File: config.mk
export PLATFORM = sky130hd
export DESIGN_NAME = load_store_unit
export DESIGN_NICKNAME = d
export VERILOG_FILES = /design/src/rtl/load_store_unit.sv
export SDC_FILE = /design/constraint.sdc
export NUM_CORES = 1
export LEC_CHECK = 0
export CAP_MARGIN = 20
export CORE_UTILIZATION = 40
export CTS_BUF_LIST = sky130_fd_sc_hd__clkbuf_8
export DETAILED_ROUTE_END_ITERATION = 6
export GPL_ROUTABILITY_DRIVEN = 0
export PLACE_DENSITY = 0.82
export SLEW_MARGIN = 15
export SYNTH_ARGS = -nofsm -noshare
export SYNTH_HDL_FRONTEND = slang
export SYNTH_SLANG_ARGS = --single-unit
export TNS_END_PERCENT = 20
File: constraint.sdc
create_clock -name clk_i -period 4.45 [get_ports clk_i]
set_input_delay 0.89 -clock clk_i [delete_from_list [all_inputs] [get_ports clk_i]]
set_output_delay 0.89 -clock clk_i [all_outputs]
set_load 0.1 [all_outputs]
File: src/rtl/load_store_unit.sv
// Load/store unit: turns one core access into a single request on a simple ack-based bus.
// Latency: 3 cycles minimum (IDLE accept, BUS, RESP). Illegal accesses take 2 cycles.
// Backpressure: busy_o stalls the core until RESP; bus_req_o is held until ack or timeout.
module load_store_unit #(
    parameter int unsigned TIMEOUT_CYCLES = 16
) (
    input  logic        clk_i,
    input  logic        reset_i,
    input  logic        req_i,
    input  logic        we_i,
    input  logic [31:0] addr_i,
    input  logic [3:0]  mask_i,
    input  logic        sext_i,
    input  logic [31:0] wdata_i,
    output logic        busy_o,
    output logic        done_o,
    output logic        err_o,
    output logic [31:0] rdata_o,
    output logic        bus_req_o,
    output logic        bus_we_o,
    output logic [31:0] bus_addr_o,
    output logic [3:0]  bus_sel_o,
    output logic [31:0] bus_wdata_o,
    input  logic        bus_ack_i,
    input  logic [31:0] bus_rdata_i
);

    typedef enum logic [1:0] {IDLE, BUS, RESP} state_t;

    localparam logic [7:0] TMO_LAST = 8'(TIMEOUT_CYCLES - 1);

    state_t      state;
    logic [7:0]  tmo_cnt;
    logic [1:0]  off_q;
    logic [3:0]  mask_q;
    logic        sext_q;

    logic        legal;
    logic [3:0]  sel;
    logic [31:0] rep_wdata;
    logic [31:0] shifted;
    logic [31:0] load_data;

    assign busy_o = (state != IDLE);

    always_comb begin
        legal     = 1'b0;
        sel       = mask_i << addr_i[1:0];
        rep_wdata = wdata_i;
        case (mask_i)
            4'b0001: begin
                legal     = 1'b1;
                rep_wdata = {4{wdata_i[7:0]}};
            end
            4'b0011: begin
                legal     = ~addr_i[0];
                rep_wdata = {2{wdata_i[15:0]}};
            end
            4'b1111: legal = (addr_i[1:0] == 2'b00);
            default: legal = 1'b0;
        endcase
    end

    // Load lanes are shifted down to bit 0, then truncated and extended per access size.
    always_comb begin
        shifted   = bus_rdata_i >> {off_q, 3'b000};
        load_data = shifted;
        case (mask_q)
            4'b0001: load_data = {{24{sext_q & shifted[7]}}, shifted[7:0]};
            4'b0011: load_data = {{16{sext_q & shifted[15]}}, shifted[15:0]};
            default: load_data = shifted;
        endcase
    end

    always_ff @(posedge clk_i) begin
        if (reset_i) begin
            state       <= IDLE;
            tmo_cnt     <= 8'd0;
            off_q       <= 2'd0;
            mask_q      <= 4'd0;
            sext_q      <= 1'b0;
            done_o      <= 1'b0;
            err_o       <= 1'b0;
            rdata_o     <= 32'd0;
            bus_req_o   <= 1'b0;
            bus_we_o    <= 1'b0;
            bus_addr_o  <= 32'd0;
            bus_sel_o   <= 4'd0;
            bus_wdata_o <= 32'd0;
        end else begin
            done_o <= 1'b0;
            err_o  <= 1'b0;
            case (state)
                IDLE: begin
                    if (req_i) begin
                        if (legal) begin
                            state       <= BUS;
                            tmo_cnt     <= 8'd0;
                            off_q       <= addr_i[1:0];
                            mask_q      <= mask_i;
                            sext_q      <= sext_i;
                            bus_req_o   <= 1'b1;
                            bus_we_o    <= we_i;
                            bus_addr_o  <= {addr_i[31:2], 2'b00};
                            bus_sel_o   <= sel;
                            bus_wdata_o <= rep_wdata;
                        end else begin
                            state   <= RESP;
                            err_o   <= 1'b1;
                            rdata_o <= 32'd0;
                        end
                    end
                end
                BUS: begin
                    // Ack is checked first so an ack on the final allowed cycle still completes.
                    if (bus_ack_i) begin
                        state     <= RESP;
                        bus_req_o <= 1'b0;
                        done_o    <= 1'b1;
                        rdata_o   <= bus_we_o ? 32'd0 : load_data;
                    end else if (tmo_cnt == TMO_LAST) begin
                        state     <= RESP;
                        bus_req_o <= 1'b0;
                        err_o     <= 1'b1;
                        rdata_o   <= 32'd0;
                    end else begin
                        tmo_cnt <= tmo_cnt + 8'd1;
                    end
                end
                RESP:    state <= IDLE;
                default: state <= IDLE;
            endcase
        end
    end

endmodule

== Word level (Yosys, flattened, before mapping) ==
Cells that the tools add are included.
Cells by class
  shift-type cells: 2
  multipliers: 0
  order comparisons: 0
  add/sub/neg operators: 1
  bitwise gates (word level): 4
  muxes and demuxes: 30
  div/mod/pow operators: 0
  equal/unequal tests: 13
  reduce and logical (&&, ||, !) cells: 10
Operator list (count)
  $pmux 32 s2: 3
  $mux 32: 5
  $mux 8: 4
  $shr 32x5->32: 1
  $pmux 8 s2: 1
  $ne 2x2->1 const B: 5
  $mux 1: 9
  $add 8x1->8 const B: 1
  $eq 4x1->1 const B: 2
  $eq 4x2->1 const B: 2
  $eq 8x4->1 const B: 1
  $mux 2: 4
  $reduce_and 4->1: 2
  $reduce_and 5->1: 1
  $eq 4x4->1 const B: 1
  $logic_not 2->1: 2
  $pmux 1 s2: 2
  $pmux 2 s2: 1
  $reduce_bool 2->1: 2
  $shl 4x2->4: 1
  $ne 3x3->1 const B: 1
  $pmux 1 s3: 1
  $reduce_and 3->1: 1
  $and 1x1->1: 2
  other kinds (4): 5
Storage, ports and cells
  bits of input ports: 106
  RAM bits: 0
  output and inout port bits: 105
  memories: 0
  memory bits (read-only): 0
  bits in registers: 119
  latch bits: 0
  logic and storage cells: 73

== Depth between registers and ports, before layout ==
  depth in word-level cells: 6
  mapped depth: 10
  mapped depth without buffers: 6

== Worst setup path before layout ==
OpenSTA, ideal clock, no wires.
  path kind: input to register
  start: input addr_i[0]
  end: register rdata_o[24]
  arrival: 2.508 ns
  data required time: 4.328 ns
  library setup time: 0.122 ns
  cell stages on the path: 9
  buffers on the path: 4
  slack: 1.820 ns
  path through: buf_2 -> a211oi_1 -> o2bb2ai_1 -> a2111o_1 -> buf_2 -> nor2b_4 -> buf_6 -> buf_6 -> a221o_1
Between the ends
  word-level cells in the longest chain between the ends: 4
  elaborated cells between the ends (all ways): 5
  those cells by class: 1 x eq/ne; 1 x mux; 1 x bitwise; 2 x reduce/logical
Ends and longest elaborated chain
  start: declaration: RTL line 11  | input logic [31:0] addr_i,
  $logic_not 2->1 or $not 1->1 (tied branches): RTL line 59, 56
  $pmux 1 s3 (*): RTL line 50  | case (mask_i)
  $ne 2x2->1 (no line) (*)
  $reduce_and 4->1 (no line) (*)
  end signal: assignment: RTL line 120  | rdata_o <= bus_we_o ? 32'd0 : load_data;
  end: declaration: RTL line 18  | output logic [31:0] rdata_o,
Mark *: on every way between the ends. The rest lies on a longest branch, timed or not.
A chain may end at the register's enable or synchronous reset.

== Final worst setup path ==
  start: register state[1]
  end: output busy_o
Between the ends
  word-level cells in the longest chain between the ends: 1
Ends and longest elaborated chain
  start: declaration: RTL line 32  | state_t state;
  start signal: assignment: RTL line 77  | state <= IDLE;
  start signal: assignment: RTL line 97  | state <= BUS;
  start signal: assignment: RTL line 108  | state <= RESP;
  $reduce_bool 2->1: RTL line 44  | assign busy_o = (state != IDLE);
  end: declaration: RTL line 15  | output logic busy_o,
Every way passes these cells.

==> flow_summary.rst <==
.. list-table::
   :header-rows: 1

   * - Metric
     - Value
   * - Result of the run
     - complete, no violations
   * - Number of distinct library cell variants in the gate-level netlist after synthesis
     - 42
   * - Fraction of power spent switching nets
     - 26.55%
   * - Post-Route Hold Slack
     - 0.4522 ns
   * - Area growth from synthesis to layout
     - 50.27%
   * - Count of nets left with antenna violations after detail routing
     - 0
   * - R2r setup slk
     - 1.91 ns
   * - Sequential cell fraction of total power
     - 42.9%
   * - Max-cap violation count
     - 0
   * - Crit path capture type
     - output pin
   * - Kind of path behind the tightest hold check
     - reg2reg
   * - Number of resized instances in the post-cts repair step
     - 0
   * - EDFF count, synth
     - 0
   * - Relative max-transition margin
     - 30.11%
   * - Switching power
     - 677.6 µW
   * - Most crowded layer after global routing
     - met2
   * - Register area share after synthesis
     - 46.60%
   * - Final period utilization
     - 75.20%
   * - Routed vias/inst
     - 5.230
   * - Most frequently used cell type in the post-synthesis netlist
     - sky130_fd_sc_hd__nand2_1
   * - Max-slew violation total from the final report
     - 0
   * - Largest area contributor in the netlist
     - sky130_fd_sc_hd__dfxtp_1
   * - Clock network fraction of design power
     - 41.6%
   * - Finished Layout Cells
     - 952
   * - Chip Height
     - 115.1 µm
   * - GR Layer Usage met3
     - 9.383%
   * - All-Layer GR Usage
     - 23.48%
   * - Number of buffers added to fix hold violations after cts
     - 0
   * - Number of antenna violations at the first check in global routing
     - 1
   * - Origin of the worst setup path
     - state[1]
   * - Met1 layer usage reported by global route
     - 25.40%
   * - Fraction of post-synthesis cell area in the top cell type by area
     - 46.60%
   * - Transition time of the tightest slew-check pin
     - 1.045 ns
   * - Standard-cell row count
     - 40
   * - Top cells by area, synth
     - sky130_fd_sc_hd__dfxtp_1 (47%), sky130_fd_sc_hd__nand2_1 (9.0%), sky130_fd_sc_hd__mux2i_1 (8.6%), sky130_fd_sc_hd__a21oi_1 (5.9%), sky130_fd_sc_hd__a211o_1 (4.3%)
   * - Number of hold-slack violations in the final timing report
     - 0
   * - Data required, critical path
     - 3.56 ns
   * - First-iteration detailed-routing DRC count
     - 310
   * - Core box area
     - 12210 µm²
   * - Cell area after synthesis
     - 5112 µm²
   * - Highest clock frequency the design can meet
     - 298.8 MHz
   * - Total power consumption of the routed design
     - 2552 µW
   * - Number of setup violations in the final report
     - 0
   * - Wire per inst
     - 16.11 µm
   * - Maximum fanout count along the critical path
     - 8
   * - Gate family responsible for the most delay along the worst path
     - buffers and inverters
   * - Root Driver
     - sky130_fd_sc_hd__clkbuf_8
   * - Average instance area after synthesis
     - 8.680 µm²
   * - Die span in x
     - 115.1 µm
   * - Most instantiated flip-flop cell in the synthesis netlist
     - sky130_fd_sc_hd__dfxtp_1
   * - Endpoint of the worst register-to-register path
     - rdata_o[30]
   * - Number of register bits inferred by synthesis
     - 119
   * - Element type at the critical path start
     - flip-flop
   * - Number of buffers created by CTS
     - 17
   * - Start point of the worst hold path
     - bus_wdata_o[2]
   * - Arrival @ worst endpoint
     - 2.46 ns
   * - Routing usage on met2
     - 39.80%
   * - Longest Clk Path Bufs
     - 2
   * - Number of levels in the clock H-tree
     - 4
   * - Crit Path Category
     - reg2out
   * - Fraction of layout instances using a drive strength above 1
     - 5.740%
   * - Die ar.
     - 13240 µm²
   * - Delay of the slowest cell on the worst path
     - 1.19 ns
   * - Maximum number of pins on one net before global-route repair
     - 99
   * - Total leakage power
     - 0.002781 µW
   * - Number of buffers added for setup after CTS
     - 0
   * - Source-to-sink clock delay at the later pin of the worst-skew pair
     - 0.44 ns
   * - Warnings, synthesis
     - 0
   * - Fillcell total
     - 1078
   * - Overall via count from detail_route
     - 4979
   * - Fraction of synthesis flops using an asynchronous set or reset pin
     - 0%
   * - Setup repair after global routing missed its margin
     - false
   * - Top-Level Pins
     - 211
   * - Reg2Reg Launch Point
     - off_q[1]
   * - Internal power summed over all cells
     - 1875 µW
   * - Global-route wire length before repair
     - 23920 µm
   * - Post-placement cell count
     - 920
   * - Number of design rule violations left after detail routing
     - 0
   * - Number of antenna cells inserted
     - 0
   * - Crit path buf inv count
     - 2
   * - P per Cell Area
     - 332.2 nW/µm²
   * - List of cells traversed by the critical path
     - nor2_1 -> inv_1 -> clkdlybuf4s50_1
   * - Net count, final
     - 878
   * - Number of global-route vias before repair
     - 4852
   * - Synth top cells by count
     - sky130_fd_sc_hd__nand2_1 (122), sky130_fd_sc_hd__dfxtp_1 (119), sky130_fd_sc_hd__a21oi_1 (60)
   * - Share of total power in combinational logic
     - 15.5%
   * - Number of iterations in the first detailed-routing pass
     - 4
   * - Cell count after synthesis
     - 589
   * - Number of buffers added on ports
     - 208
   * - Final Skew
     - 0.007327 ns
   * - Setup_tns
     - 0 ns
   * - Detailed Place HPWL
     - 10960 µm
   * - Depth of the worst register-to-register path
     - 6
   * - CTS tree
     - yes
   * - Final wirelength
     - 15330 µm
   * - Critical Path End
     - busy_o
   * - Maximum vdd drop
     - 0.2182 mV
   * - Starting density of the core
     - 41.86%
   * - Overflow left after global routing
     - 0
   * - Number of cells on the critical path
     - 3
   * - Crit-path slowest cell
     - sky130_fd_sc_hd__clkdlybuf4s50_1
   * - Clock period minus final worst setup slack
     - 3.346 ns
   * - Clock transition time at the flip-flop clock pins of the worst setup and hold paths
     - 0.07 ns
   * - Sinks on Clock Net
     - 119
[cell families (layout without fill, tap and decap cells)]
| group | Yosys count | in the layout | synth area share (%) |
|---|---|---|---|
| AOI/OAI and AO/OA | 139 | 139 | 18.85 |
| xor gates and xnor gates | 7 | 7 | 1.199 |
| adders and majority gates | 1 | 1 | 0.2447 |
| buffers and inverters | 54 | 248 | 4.675 |
| DFF | 119 | 119 | 46.60 |
| muxes | 45 | 45 | 8.835 |
| other | 1 | 2 | 0.07335 |
| and+or+nand+nor | 223 | 223 | 19.53 |
[flip-flops by register name, indices dropped and copies added (netlist names), 2 cells and up]
register,flops
tmo_cnt,8
bus_addr_o,30
rdata_o,32
off_q,2
bus_sel_o,4
mask_q,4
bus_wdata_o,32
state,2
[per-layer routing]
layer  vias to the layer above  wire, µm
li1                       2422         -
met1                      2335      6139
met2                       190      7496
met3                        30      1320
met4                         2       363
met5                         -        12
[how the worst min path moves through the flow]
| stage | endpoint | cells after the start | slack (ns) |
|---|---|---|---|
| 6_report | bus_wdata_o[2] | 2 | 0.45 |
| 2_1_floorplan | mask_q[0] | 2 | 0.43 |
| 5_1_grt | bus_addr_o[3] | 2 | 0.47 |
| 4_1_cts | bus_wdata_o[5] | 2 | 0.46 |
| 3_3_place_gp | bus_addr_o[22] | 2 | 0.44 |
| 3_5_place_dp | bus_wdata_o[5] | 2 | 0.45 |
[worst min-delay path: cells and delay by family, from the launching register on]
family           cells  cell delay (ns)
flip-flops           1             0.31
AO/OA/AOI/OAI        1             0.05
AND/OR/NAND/NOR      1             0.05
[final cells by class]
| cell class | count | area, µm² | share of cell area (%) |
|---|---|---|---|
| flip-flops and latches | 119 | 2382 | 31.01 |
| clock inverters | 9 | 121.4 | 1.580 |
| inverters | 2 | 7.507 | 0.09772 |
| clock buffers | 23 | 316.6 | 4.121 |
| repair buffers | 214 | 2137 | 27.82 |
| well taps | 168 | 210.2 | 2.736 |
| multi-input cells | 417 | 2507 | 32.64 |
[stage by stage]
stage / utilization [%] / cell area (µm²) / setup WS (ns)
global placement: 59.32 / 7244 / 1.178
floorplan: - / 5116 / 1.820
finish: 62.91 / 7682 / 1.104
global route: 62.91 / 7682 / 1.022
CTS: 62.91 / 7682 / 1.088
detailed placement: 59.32 / 7244 / 1.108
[cell usage in the layout (no fill, tap or decap), types with 4 or more instances in the layout]
master                            synthesis  routed
sky130_fd_sc_hd__nand2_1                122     122
sky130_fd_sc_hd__mux2i_1                 44      44
sky130_fd_sc_hd__clkbuf_8                 0      23
sky130_fd_sc_hd__a221o_1                  5       5
sky130_fd_sc_hd__nor3_1                  11      11
sky130_fd_sc_hd__a21oi_1                 60      60
sky130_fd_sc_hd__buf_4                    2       6
sky130_fd_sc_hd__o211ai_1                10      10
sky130_fd_sc_hd__clkdlybuf4s50_1          0     207
sky130_fd_sc_hd__a22o_1                   8       8
sky130_fd_sc_hd__nor2b_1                 12      12
sky130_fd_sc_hd__nor2_1                  52      52
sky130_fd_sc_hd__xnor2_1                  4       4
sky130_fd_sc_hd__dfxtp_1                119     119
sky130_fd_sc_hd__a32oi_1                  8       8
sky130_fd_sc_hd__nor3b_1                  5       5
sky130_fd_sc_hd__a211oi_1                19      19
sky130_fd_sc_hd__inv_1                    2       4
sky130_fd_sc_hd__a211o_1                 25      25
[power by group through the flow]
| stage | logic, µW | clock network (µW) | registers, µW |
|---|---|---|---|
| after floorplan | 124 | 0 | 1230 |
| after global placement | 389 | 0 | 1120 |
| after detailed placement | 394 | 0 | 1120 |
| after CTS | 396 | 1080 | 1100 |
| after global routing | 416 | 1130 | 1100 |
| final | 396 | 1060 | 1100 |
Power figures use the tool's default switching activity.
